===== config.mk =====
export PLATFORM = sky130hd
export DESIGN_NAME = snax_hwpe_periph_arbiter_flat
export DESIGN_NICKNAME = d
export VERILOG_FILES = /design/src/rtl/snax_hwpe_arb_pkg.sv /design/src/rtl/hwpe_ctrl_intf_periph.sv /design/src/rtl/fifo_v3.sv /design/src/rtl/snax_hwpe_periph_arbiter.sv /design/src/flat_wrapper.sv
export SDC_FILE = /design/constraint.sdc
export NUM_CORES = 1
export LEC_CHECK = 0
export ABC_CLOCK_PERIOD_IN_PS = 6100
export CORE_MARGIN = 8
export CORE_UTILIZATION = 25
export CTS_CLUSTER_SIZE = 28
export DETAILED_ROUTE_END_ITERATION = 16
export DONT_BUFFER_PORTS = 1
export GPL_TIMING_DRIVEN = 0
export SLEW_MARGIN = 20
export SYNTH_ARGS = -nofsm -noshare
export SYNTH_HDL_FRONTEND = slang
export SYNTH_SLANG_ARGS = --single-unit

===== constraint.sdc =====
create_clock -name clk_i -period 6.1 [get_ports clk_i]
set_clock_uncertainty 0.2 [all_clocks]
set_input_delay 1.83 -clock clk_i [delete_from_list [all_inputs] [get_ports clk_i]]
set_output_delay 1.83 -clock clk_i [all_outputs]
set_load 0.02 [all_outputs]

===== src/rtl/snax_hwpe_arb_pkg.sv =====
// Shared types for the HWPE peripheral-port arbiter.
//   periph_req_t  : one register-port request (address, read/write, byte enables, write data)
//   arb_state_e   : arbiter FSM states
//   PeriphIdWidth : width of the transaction id carried on the shared port
package snax_hwpe_arb_pkg;

  localparam int PeriphIdWidth = 5;

  typedef struct packed {
    logic [31:0] add;
    logic        wen;   // 1 = read, 0 = write
    logic [3:0]  be;
    logic [31:0] data;
  } periph_req_t;

  typedef enum logic {
    IDLE  = 1'b0,
    ISSUE = 1'b1
  } arb_state_e;

endpackage


===== src/rtl/hwpe_ctrl_intf_periph.sv =====
// HWPE register (peripheral) port bundle.
//   master drives req/add/wen/be/data/id and receives gnt/r_valid/r_data/r_id.
interface hwpe_ctrl_intf_periph #(
  parameter int ID_WIDTH = 5
);
  logic                req;
  logic                gnt;
  logic [31:0]         add;
  logic                wen;
  logic [3:0]          be;
  logic [31:0]         data;
  logic [ID_WIDTH-1:0] id;
  logic                r_valid;
  logic [31:0]         r_data;
  logic [ID_WIDTH-1:0] r_id;

  modport master (
    output req, add, wen, be, data, id,
    input  gnt, r_valid, r_data, r_id
  );

  modport slave (
    input  req, add, wen, be, data, id,
    output gnt, r_valid, r_data, r_id
  );
endinterface


===== src/rtl/fifo_v3.sv =====
// Small synchronous FIFO used as a per-requester response buffer.
//   clk_i/rst_i : clock, synchronous active-high reset (empties the FIFO)
//   push_i/data_i/full_o  : write side; pushes while full are ignored
//   pop_i/data_o/empty_o  : read side; data_o shows the head entry
module fifo_v3 #(
  parameter int DATA_WIDTH = 32,
  parameter int DEPTH      = 2
) (
  input  logic                  clk_i,
  input  logic                  rst_i,
  input  logic                  push_i,
  input  logic [DATA_WIDTH-1:0] data_i,
  output logic                  full_o,
  output logic                  empty_o,
  input  logic                  pop_i,
  output logic [DATA_WIDTH-1:0] data_o
);
  localparam int PtrW = (DEPTH > 1) ? $clog2(DEPTH) : 1;
  localparam int CntW = $clog2(DEPTH + 1);

  logic [DATA_WIDTH-1:0] mem_q [DEPTH];
  logic [PtrW-1:0]       rd_ptr_q, wr_ptr_q;
  logic [CntW-1:0]       cnt_q;
  logic                  do_push, do_pop;

  assign full_o  = (cnt_q == CntW'(DEPTH));
  assign empty_o = (cnt_q == '0);
  assign data_o  = mem_q[rd_ptr_q];
  assign do_push = push_i & ~full_o;
  assign do_pop  = pop_i & ~empty_o;

  always_ff @(posedge clk_i) begin
    if (rst_i) begin
      rd_ptr_q <= '0;
      wr_ptr_q <= '0;
      cnt_q    <= '0;
    end else begin
      if (do_push) begin
        wr_ptr_q <= (wr_ptr_q == PtrW'(DEPTH - 1)) ? '0 : wr_ptr_q + 1'b1;
      end
      if (do_pop) begin
        rd_ptr_q <= (rd_ptr_q == PtrW'(DEPTH - 1)) ? '0 : rd_ptr_q + 1'b1;
      end
      case ({do_push, do_pop})
        2'b10:   cnt_q <= cnt_q + 1'b1;
        2'b01:   cnt_q <= cnt_q - 1'b1;
        default: cnt_q <= cnt_q;
      endcase
    end
  end

  // Storage holds data only, so it is left out of reset.
  always_ff @(posedge clk_i) begin
    if (do_push) begin
      mem_q[wr_ptr_q] <= data_i;
    end
  end

endmodule


===== src/rtl/snax_hwpe_periph_arbiter.sv =====
// Shares one HWPE register port between NumReq requesters.
//   req_valid_i/req_ready_o/req_i : per-requester request handshake and payload
//   rsp_valid_o/rsp_ready_i/rsp_data_o : per-requester response streams
//   periph : shared register port (master side)
//   err_o  : sticky flag for responses with an unknown id or no buffer room
// A requester may only issue while it holds a credit; credits equal the free
// slots of its response buffer, so a stalled consumer throttles only itself.
module snax_hwpe_periph_arbiter
  import snax_hwpe_arb_pkg::*;
#(
  parameter int NumReq   = 2,
  parameter int RspDepth = 2
) (
  input  logic                         clk_i,
  input  logic                         rst_i,
  input  logic        [NumReq-1:0]     req_valid_i,
  output logic        [NumReq-1:0]     req_ready_o,
  input  periph_req_t [NumReq-1:0]     req_i,
  output logic        [NumReq-1:0]     rsp_valid_o,
  input  logic        [NumReq-1:0]     rsp_ready_i,
  output logic        [NumReq-1:0][31:0] rsp_data_o,
  hwpe_ctrl_intf_periph.master         periph,
  output logic                         err_o
);
  localparam int IdxW = $clog2(NumReq);
  localparam int CrdW = $clog2(RspDepth + 1);

  arb_state_e             state_q, state_d;
  logic [IdxW-1:0]        rr_ptr_q, rr_ptr_d;
  logic [CrdW-1:0]        credit_q [NumReq];
  logic                   err_q, err_d;
  periph_req_t            pl_q;
  logic [PeriphIdWidth-1:0] id_q;

  logic [NumReq-1:0]      eligible, dec, push, pop, full, empty;
  logic [IdxW-1:0]        winner, idx;
  logic                   found, accept, rsp_err;
  int                     j;

  // Round-robin search starting at rr_ptr_q.
  always_comb begin
    eligible = '0;
    for (int i = 0; i < NumReq; i++) begin
      eligible[i] = req_valid_i[i] && (credit_q[i] != '0);
    end
    winner = '0;
    found  = 1'b0;
    idx    = '0;
    j      = 0;
    for (int k = 0; k < NumReq; k++) begin
      j = int'(rr_ptr_q) + k;
      if (j >= NumReq) j = j - NumReq;
      idx = IdxW'(j);
      if (!found && eligible[idx]) begin
        found  = 1'b1;
        winner = idx;
      end
    end
  end

  assign accept = (state_q == IDLE) && found && !rst_i;

  always_comb begin
    req_ready_o = '0;
    if (accept) req_ready_o[winner] = 1'b1;
  end

  always_comb begin
    state_d  = state_q;
    rr_ptr_d = rr_ptr_q;
    case (state_q)
      IDLE: begin
        if (accept) begin
          state_d  = ISSUE;
          rr_ptr_d = (winner == IdxW'(NumReq - 1)) ? '0 : winner + 1'b1;
        end
      end
      ISSUE: begin
        if (periph.gnt) state_d = IDLE;
      end
      default: state_d = IDLE;
    endcase
  end

  always_ff @(posedge clk_i) begin
    if (rst_i) begin
      state_q  <= IDLE;
      rr_ptr_q <= '0;
      pl_q     <= '0;
      id_q     <= '0;
      err_q    <= 1'b0;
    end else begin
      state_q  <= state_d;
      rr_ptr_q <= rr_ptr_d;
      err_q    <= err_d;
      if (accept) begin
        pl_q <= req_i[winner];
        id_q <= PeriphIdWidth'(winner);
      end
    end
  end

  // Outputs are forced idle combinationally so reset takes effect in its first cycle.
  assign periph.req  = (state_q == ISSUE) && !rst_i;
  assign periph.add  = rst_i ? '0 : pl_q.add;
  assign periph.wen  = rst_i ? 1'b0 : pl_q.wen;
  assign periph.be   = rst_i ? '0 : pl_q.be;
  assign periph.data = rst_i ? '0 : pl_q.data;
  assign periph.id   = rst_i ? '0 : id_q;
  assign err_o       = err_q && !rst_i;

  // Response steering: route by r_id, drop and flag anything unroutable.
  always_comb begin
    push    = '0;
    rsp_err = 1'b0;
    if (periph.r_valid && !rst_i) begin
      if (int'(periph.r_id) >= NumReq) begin
        rsp_err = 1'b1;
      end else begin
        for (int i = 0; i < NumReq; i++) begin
          if (periph.r_id == PeriphIdWidth'(i)) begin
            if (full[i]) rsp_err = 1'b1;
            else         push[i] = 1'b1;
          end
        end
      end
    end
    err_d = err_q | rsp_err;
  end

  assign rsp_valid_o = ~empty & {NumReq{~rst_i}};
  assign pop         = rsp_valid_o & rsp_ready_i;

  for (genvar g = 0; g < NumReq; g++) begin : gen_rsp_buf
    fifo_v3 #(
      .DATA_WIDTH(32),
      .DEPTH     (RspDepth)
    ) i_rsp_fifo (
      .clk_i  (clk_i),
      .rst_i  (rst_i),
      .push_i (push[g]),
      .data_i (periph.r_data),
      .full_o (full[g]),
      .empty_o(empty[g]),
      .pop_i  (pop[g]),
      .data_o (rsp_data_o[g])
    );
  end

  always_comb begin
    for (int i = 0; i < NumReq; i++) begin
      dec[i] = accept && (winner == IdxW'(i));
    end
  end

  // A pop without an accept is clamped at RspDepth: a response to an aborted
  // transaction may still be buffered and drained after reset.
  always_ff @(posedge clk_i) begin
    for (int i = 0; i < NumReq; i++) begin
      if (rst_i) begin
        credit_q[i] <= CrdW'(RspDepth);
      end else if (dec[i] && !pop[i]) begin
        credit_q[i] <= credit_q[i] - 1'b1;
      end else if (pop[i] && !dec[i] && (credit_q[i] != CrdW'(RspDepth))) begin
        credit_q[i] <= credit_q[i] + 1'b1;
      end
    end
  end

endmodule

===== src/flat_wrapper.sv =====
// flat-port wrapper written by rule: the top's interface ports become plain ports
module snax_hwpe_periph_arbiter_flat import snax_hwpe_arb_pkg::*;
#(
  parameter int NumReq   = 2,
  parameter int RspDepth = 2
)
  (clk_i, rst_i, req_valid_i, req_ready_o, req_i, rsp_valid_o, rsp_ready_i, rsp_data_o, err_o, periph_req, periph_add, periph_wen, periph_be, periph_data, periph_id, periph_gnt, periph_r_valid, periph_r_data, periph_r_id);
  hwpe_ctrl_intf_periph periph_i ();
  input  logic clk_i;
  input  logic rst_i;
  input  logic        [NumReq-1:0] req_valid_i;
  output logic        [NumReq-1:0] req_ready_o;
  input  periph_req_t [NumReq-1:0] req_i;
  output logic        [NumReq-1:0] rsp_valid_o;
  input  logic        [NumReq-1:0] rsp_ready_i;
  output logic        [NumReq-1:0][31:0] rsp_data_o;
  output logic err_o;
  output wire logic [$bits(periph_i.req)-1:0] periph_req;
  output wire logic [$bits(periph_i.add)-1:0] periph_add;
  output wire logic [$bits(periph_i.wen)-1:0] periph_wen;
  output wire logic [$bits(periph_i.be)-1:0] periph_be;
  output wire logic [$bits(periph_i.data)-1:0] periph_data;
  output wire logic [$bits(periph_i.id)-1:0] periph_id;
  input wire logic [$bits(periph_i.gnt)-1:0] periph_gnt;
  input wire logic [$bits(periph_i.r_valid)-1:0] periph_r_valid;
  input wire logic [$bits(periph_i.r_data)-1:0] periph_r_data;
  input wire logic [$bits(periph_i.r_id)-1:0] periph_r_id;
  assign periph_req = periph_i.req;
  assign periph_add = periph_i.add;
  assign periph_wen = periph_i.wen;
  assign periph_be = periph_i.be;
  assign periph_data = periph_i.data;
  assign periph_id = periph_i.id;
  assign periph_i.gnt = periph_gnt;
  assign periph_i.r_valid = periph_r_valid;
  assign periph_i.r_data = periph_r_data;
  assign periph_i.r_id = periph_r_id;
  snax_hwpe_periph_arbiter #(.NumReq(NumReq), .RspDepth(RspDepth)) u_core (.clk_i(clk_i), .rst_i(rst_i), .req_valid_i(req_valid_i), .req_ready_o(req_ready_o), .req_i(req_i), .rsp_valid_o(rsp_valid_o), .rsp_ready_i(rsp_ready_i), .rsp_data_o(rsp_data_o), .periph(periph_i), .err_o(err_o));
endmodule

# After elaboration in Yosys (flattened, before gate mapping)
# Memory sizes are Yosys's and may differ from the RTL's. A register that Yosys moved wholly into a read port is not among the register bits.
# Cells that the tools add are included.
# op_classes
add_sub_neg	16
multipliers	0
div	0
order_cmp	7
eq_ne	9
n_shift	0
muxes	70
bitwise_logic	19
n_reduce_logical	31
# op_table
cell	n
2-to-1 mux 69 bit	2
2-to-1 mux 32 bit	2
2-to-1 mux 1 bit	54
logical AND 1 bit	17
2-to-1 mux 2 bit	7
adder 2 x 1 -> 2 bit, second input constant	4
== test 2 bit, second input constant	4
one-hot mux 2 bit (2 select lines)	2
nonzero test 2 bit	4
subtractor 2 x 1 -> 2 bit, second input constant	4
NOT 1 bit	7
logical NOT 1 bit	6
< comparator 1 x 2 -> 1 bit, second input constant	3
adder 1 bit, second input constant	5
== test 5 x 1 -> 1 bit, second input constant	1
>= comparator 5 x 2 -> 1 bit, second input constant	1
logical NOT 5 bit	1
bitwise OR 1 bit	5
AND 1 bit	4
AND 2 bit	2
== test 2 x 1 -> 1 bit, second input constant	2
logical NOT 2 bit	2
2-to-1 mux 4 bit	1
inequality test 2 bit, second input constant	2
other kinds (9)	10
# word_totals
ff_bits	81
latch_bits	0
ramBits	132
romBits	0
input_bits	183
word_cells	169
memories	3
# mem_list
name	depth	word_bits	rd	rd_clocked_by_memory_dff	write_ports	line_no	text
u_core.gen_rsp_buf[0].i_rsp_fifo.mem_q	2	32	1	1	1	fifo_v3.sv:21	logic [DATA_WIDTH-1:0] mem_q [DEPTH];
u_core.gen_rsp_buf[1].i_rsp_fifo.mem_q	2	32	1	1	1	fifo_v3.sv:21	
u_core.credit_q	2	2	2	0	2	snax_hwpe_periph_arbiter.sv:30	logic [CrdW-1:0] credit_q [NumReq];

# Longest topological paths before layout
# An unclocked memory read counts as a cell.
# depth
depth_word	20
ltp_mapped	8
mapped_depth_nobuf	7

# Cells and area by module
# A second synthesis with hierarchy kept.
# unflattened
hier_cells	775
area_unflattened_um2	8952.3
# by_module_without_submodules
mod	n_inst	cells_each	area_per_inst_um2	seq_area_each_um2
fifo_v3	2	126	2524.9	2021.9
snax_hwpe_periph_arbiter	1	523	3902.5	1581.5

# Least setup slack after synthesis
# No wires, ideal clock.
# synth_path
path_kind	input to register
from	input periph_r_id[1]
to	memory u_core.gen_rsp_buf[1].i_rsp_fifo.mem_q[0][0], enable pin
setup_time_ps	422
arrival_time_ps	4361
t_required_ps	5478
path_slack_ps	1117
cell_stages	4
n_path_buf	1
path_cell_list	or4_4 or4b_4 buf_6 nor2_1
# synth_via
elab_chain_len	7
word_cells_on_any_way	8
# synth_rtl
item	line_no	text
start, declared	flat_wrapper.sv:27	input wire logic [$bits(periph_i.r_id)-1:0] periph_r_id;
parallel branches: the longest is 2 deep, another holds >= comparator 5 x 2 -> 1 bit	-	
2-to-1 mux 2 bit *	snax_hwpe_periph_arbiter.sv:117	if (int'(periph.r_id) >= NumReq) begin
2-to-1 mux 2 bit *	snax_hwpe_periph_arbiter.sv:116	if (periph.r_valid && !rst_i) begin
AND 1 bit *	fifo_v3.sv:29	assign do_push = push_i & ~full_o;
2-to-1 mux 1 bit *	fifo_v3.sv:54	if (do_push) begin
2-to-1 mux 1 bit (implied by the code) *	fifo_v3.sv:55	mem_q[wr_ptr_q] <= data_i;
end, declared	fifo_v3.sv:21	
# Mark *: on every way between the ends.

# Final worst setup path
# layout_path
from	input rst_i
to	output periph_add[1]
# layout_via
elab_chain_len	1
# layout_rtl
item	line_no	text
start, declared	flat_wrapper.sv:10	input logic rst_i;
2-to-1 mux 32 bit	snax_hwpe_periph_arbiter.sv:105	assign periph.add = rst_i ? '0 : pl_q.add;
end, declared	flat_wrapper.sv:19	output wire logic [$bits(periph_i.add)-1:0] periph_add;
# Every way passes these cells.

==> flow_metrics.py <==
metrics = {
    "routing": {
        "final_antenna_net_count": 0,
        "drc": 0,
        "routed_via_density": 4.814,
        "routed_wirelength_mm": 29.40,
        "via_count": 6177,
        "dr.pass1.iters": 5,
        "first_iter_violations": 345,
        "wire_per_inst_um": 22.91,
    },
    "global_route": {
        "grt_first_pass_wirelength_mm": 42.26,
        "antenna_found_initial": 4,
        "grt_start_max_net_pins": 21,
        "overflow": 0,
        "first_global_vias": 6551,
        "track_usage_pct": 13.36,
    },
    "floorplanning": {
        "start_util_pct": 25.18,
        "io_pins": 327,
        "die_area_um2": 41860,
        "die_x_um": 204.6,
        "core_area_um2": 35310,
        "num_rows": 69,
        "fp.dieH_um": 204.6,
    },
    "timing": {
        "rsz0062_at_grt": "no",
        "max_freq_ghz": 0.1737,
        "max_slew.worst_pin.slew_ps": 810.1,
        "finalCritPeriodShare_pct": 94.36,
        "setup_viol": 0,
        "slew_viol_final": 0,
        "min_period_ps": 5756,
        "slew-limit-headroom_pct": 46.00,
        "hold_viol": 0,
    },
    "power": {
        "power_density_nw_per_um2": 319.2,
        "power.leakage_nw": 3.523,
        "irDropWorstVdd_uv": 177.2,
        "power.total_mw": 3.323,
    },
    "cells_and_area": {
        "area_growth_pct": 17.10,
        "stdcell_area_um2": 10410,
        "layout-drive-gt1-share_pct": 16.97,
        "fin_nets": 988,
    },
    "worst_setup_path": {
        "rrSetupSlack_ps": 3360,
        "required_ps": 4070,
        "arrival_ps": 3730,
        "end_kind": "output pin",
        "path_max_fanout": 10,
        "crit_path_start_kind": "input pin",
        "critical_path_class": "in -> out",
    },
    "clock_network": {
        "cts_root_buf": "clkbuf_16",
        "clock_latency_ps": 510,
        "cts_tree": "done",
        "path_clk_slew_ps": 60,
        "cts_buffer_depth": 3,
        "cts_hold_buf": 0,
        "cts_buffers": 24,
        "h-tree-depth": 1,
        "clock_sinks": 215,
    },
    "status": {
        "status": "completed",
    },
    "flow_run": {
        "max_cap_viol_count": 0,
    },
    "placed_design": {
        "gp_congestion": 0.8357,
        "port_buffers": 0,
        "postPlaceCellArea_um2": 9617,
        "dp.final_hpwl_mm": 22.70,
    },
    "yosys": {
        "synth_most_common_cell": "nand2_1",
        "synth.area.top_cells": "edfxtp_1, dfxtp_1, mux2_2, nand2_1, nor2b_1",
        "async_flop_share_pct": 0,
        "netlist.area_leader.share_pct": 44.58,
        "synth_common_cells": "nand2_1, edfxtp_1, dfxtp_1, nor2b_1",
        "synth_ff_type": "edfxtp_1",
        "seq_area_frac_synth_pct": 63.26,
        "synthesis.area_um2": 8892,
        "synthCells": 768,
        "syn_area_per_cell_um2": 11.58,
        "synth-seq-cells": 215,
        "yosysTopAreaCell": "edfxtp_1",
        "synth.distinct_cells": 45,
        "yosys_warnings": 0,
        "synth-edff-count": 132,
    },
    "min_path": {
        "hp-class": "reg -> reg",
    },
}
-- area by class of cell --
| type | count | area, um^2 |
|---|---|---|
| fillers | 3670 | 24900 |
| flip-flops and latches | 215 | 5625 |
| multi-input cells | 483 | 2999 |
| clock buffers | 32 | 673.1 |
| well taps | 461 | 576.8 |
| plain buffers | 58 | 257.7 |
| clock inverters | 12 | 113.9 |
| repair buffers | 4 | 102.6 |
| inverters | 15 | 56.30 |
| diodes | 3 | 7.507 |
-- power by group --
group	total [mW]	switching (mW)	internal, mW
combinational	0.277	0.199	0.0786
sequential	1.62	0.0259	1.59
clock	1.43	0.568	0.858
total	3.32	0.792	2.53
-- per-layer routing --
| metal | vias to the layer above | share of wire, % | GRT usage, % | wire, um |
|---|---|---|---|---|
| met4 | 2 | 2.8 | 4.783 | 823 |
| met1 | 2973 | 36 | 13.94 | 10490 |
| met3 | 45 | 13 | 6.531 | 3915 |
| met5 | - | 0.044 | 0 | 13 |
| li1 | 2802 | - | - | - |
| met2 | 355 | 48 | 23.04 | 14150 |
-- metrics by stage --
| step | TNS, ps | cells | utilization, % | hold slack, ps | worst slack [ps] |
|---|---|---|---|---|---|
| 2_1_floorplan | 0 | 771 | - | 266.9 | 1117 |
| 3_3_place_gp | -3640 | 1232 | 26.85 | 281.4 | -104.6 |
| 3_5_place_dp | -327.0 | 1236 | 27.24 | 294.3 | -132.1 |
| 4_1_cts | 0 | 1280 | 29.47 | 309.5 | 238.6 |
| 5_1_grt | 0 | 1283 | 29.49 | 333.7 | 142.1 |
| 6_report | 0 | 1283 | 29.49 | 303.5 | 344.0 |
-- sequential cells by signal (all words and copies together), names as in the netlist, named ones only --
name,count
u_core.credit_q,4
u_core.err_q,1
u_core.gen_rsp_buf.i_rsp_fifo.cnt_q,4
u_core.gen_rsp_buf.i_rsp_fifo.mem_q,128
u_core.gen_rsp_buf.i_rsp_fifo.rd_ptr_q,2
u_core.gen_rsp_buf.i_rsp_fifo.wr_ptr_q,2
u_core.id_q,1
u_core.pl_q,69
u_core.rr_ptr_q,1
u_core.state_q,1
-- placed cells by master (no fill, tap or decap), types with 6 or more instances in the layout --
cell,count
a31oi_1,64
buf_1,7
buf_2,13
clkbuf_1,36
clkbuf_16,25
dfxtp_1,83
edfxtp_1,132
inv_1,14
mux2_2,64
nand2_1,136
nand3_1,7
nor2_1,20
nor2b_1,68
o21ai_0,62
o311ai_0,6
-- final timing paths --
path | cells past startpoint | end | start
max | 4 | periph_add[1] | rst_i
min | 2 | flop | u_core.gen_rsp_buf[0].i_rsp_fifo.rd_ptr_q
max reg2reg | 7 | u_core.pl_q[22] | u_core.credit_q[0][0]
min reg2reg | 2 | flop | u_core.gen_rsp_buf[0].i_rsp_fifo.rd_ptr_q
-- worst max-delay path: stages --
cell and delay, ps:
clkbuf_1 450, clkbuf_1 680, clkbuf_1 500, nor2b_1 260
-- kinds of logic (layout without fill, tap and decap cells) --
| kind of cell | Yosys count | after routing | share of synthesized area [%] |
|---|---|---|---|
| and+or+nand+nor | 251 | 251 | 13.32 |
| DFF | 215 | 215 | 63.26 |
| AOI/OAI and AO/OA | 150 | 150 | 10.10 |
| buffers and inverters | 73 | 121 | 3.518 |
| muxes | 65 | 65 | 8.217 |
| xor gates and xnor gates | 9 | 9 | 0.9708 |
| adders and majority gates | 4 | 4 | 0.5628 |
| other | 1 | 7 | 0.04217 |
-- timing repair --
| action | 4_1_cts | 5_1_grt |
|---|---|---|
| resized for setup | 1 | 0 |
| endpoints found under the setup margin | 6 | 0 |
| buffers inserted | 0 | 0 |
Note: power is estimated with default switching activity, not from simulation.
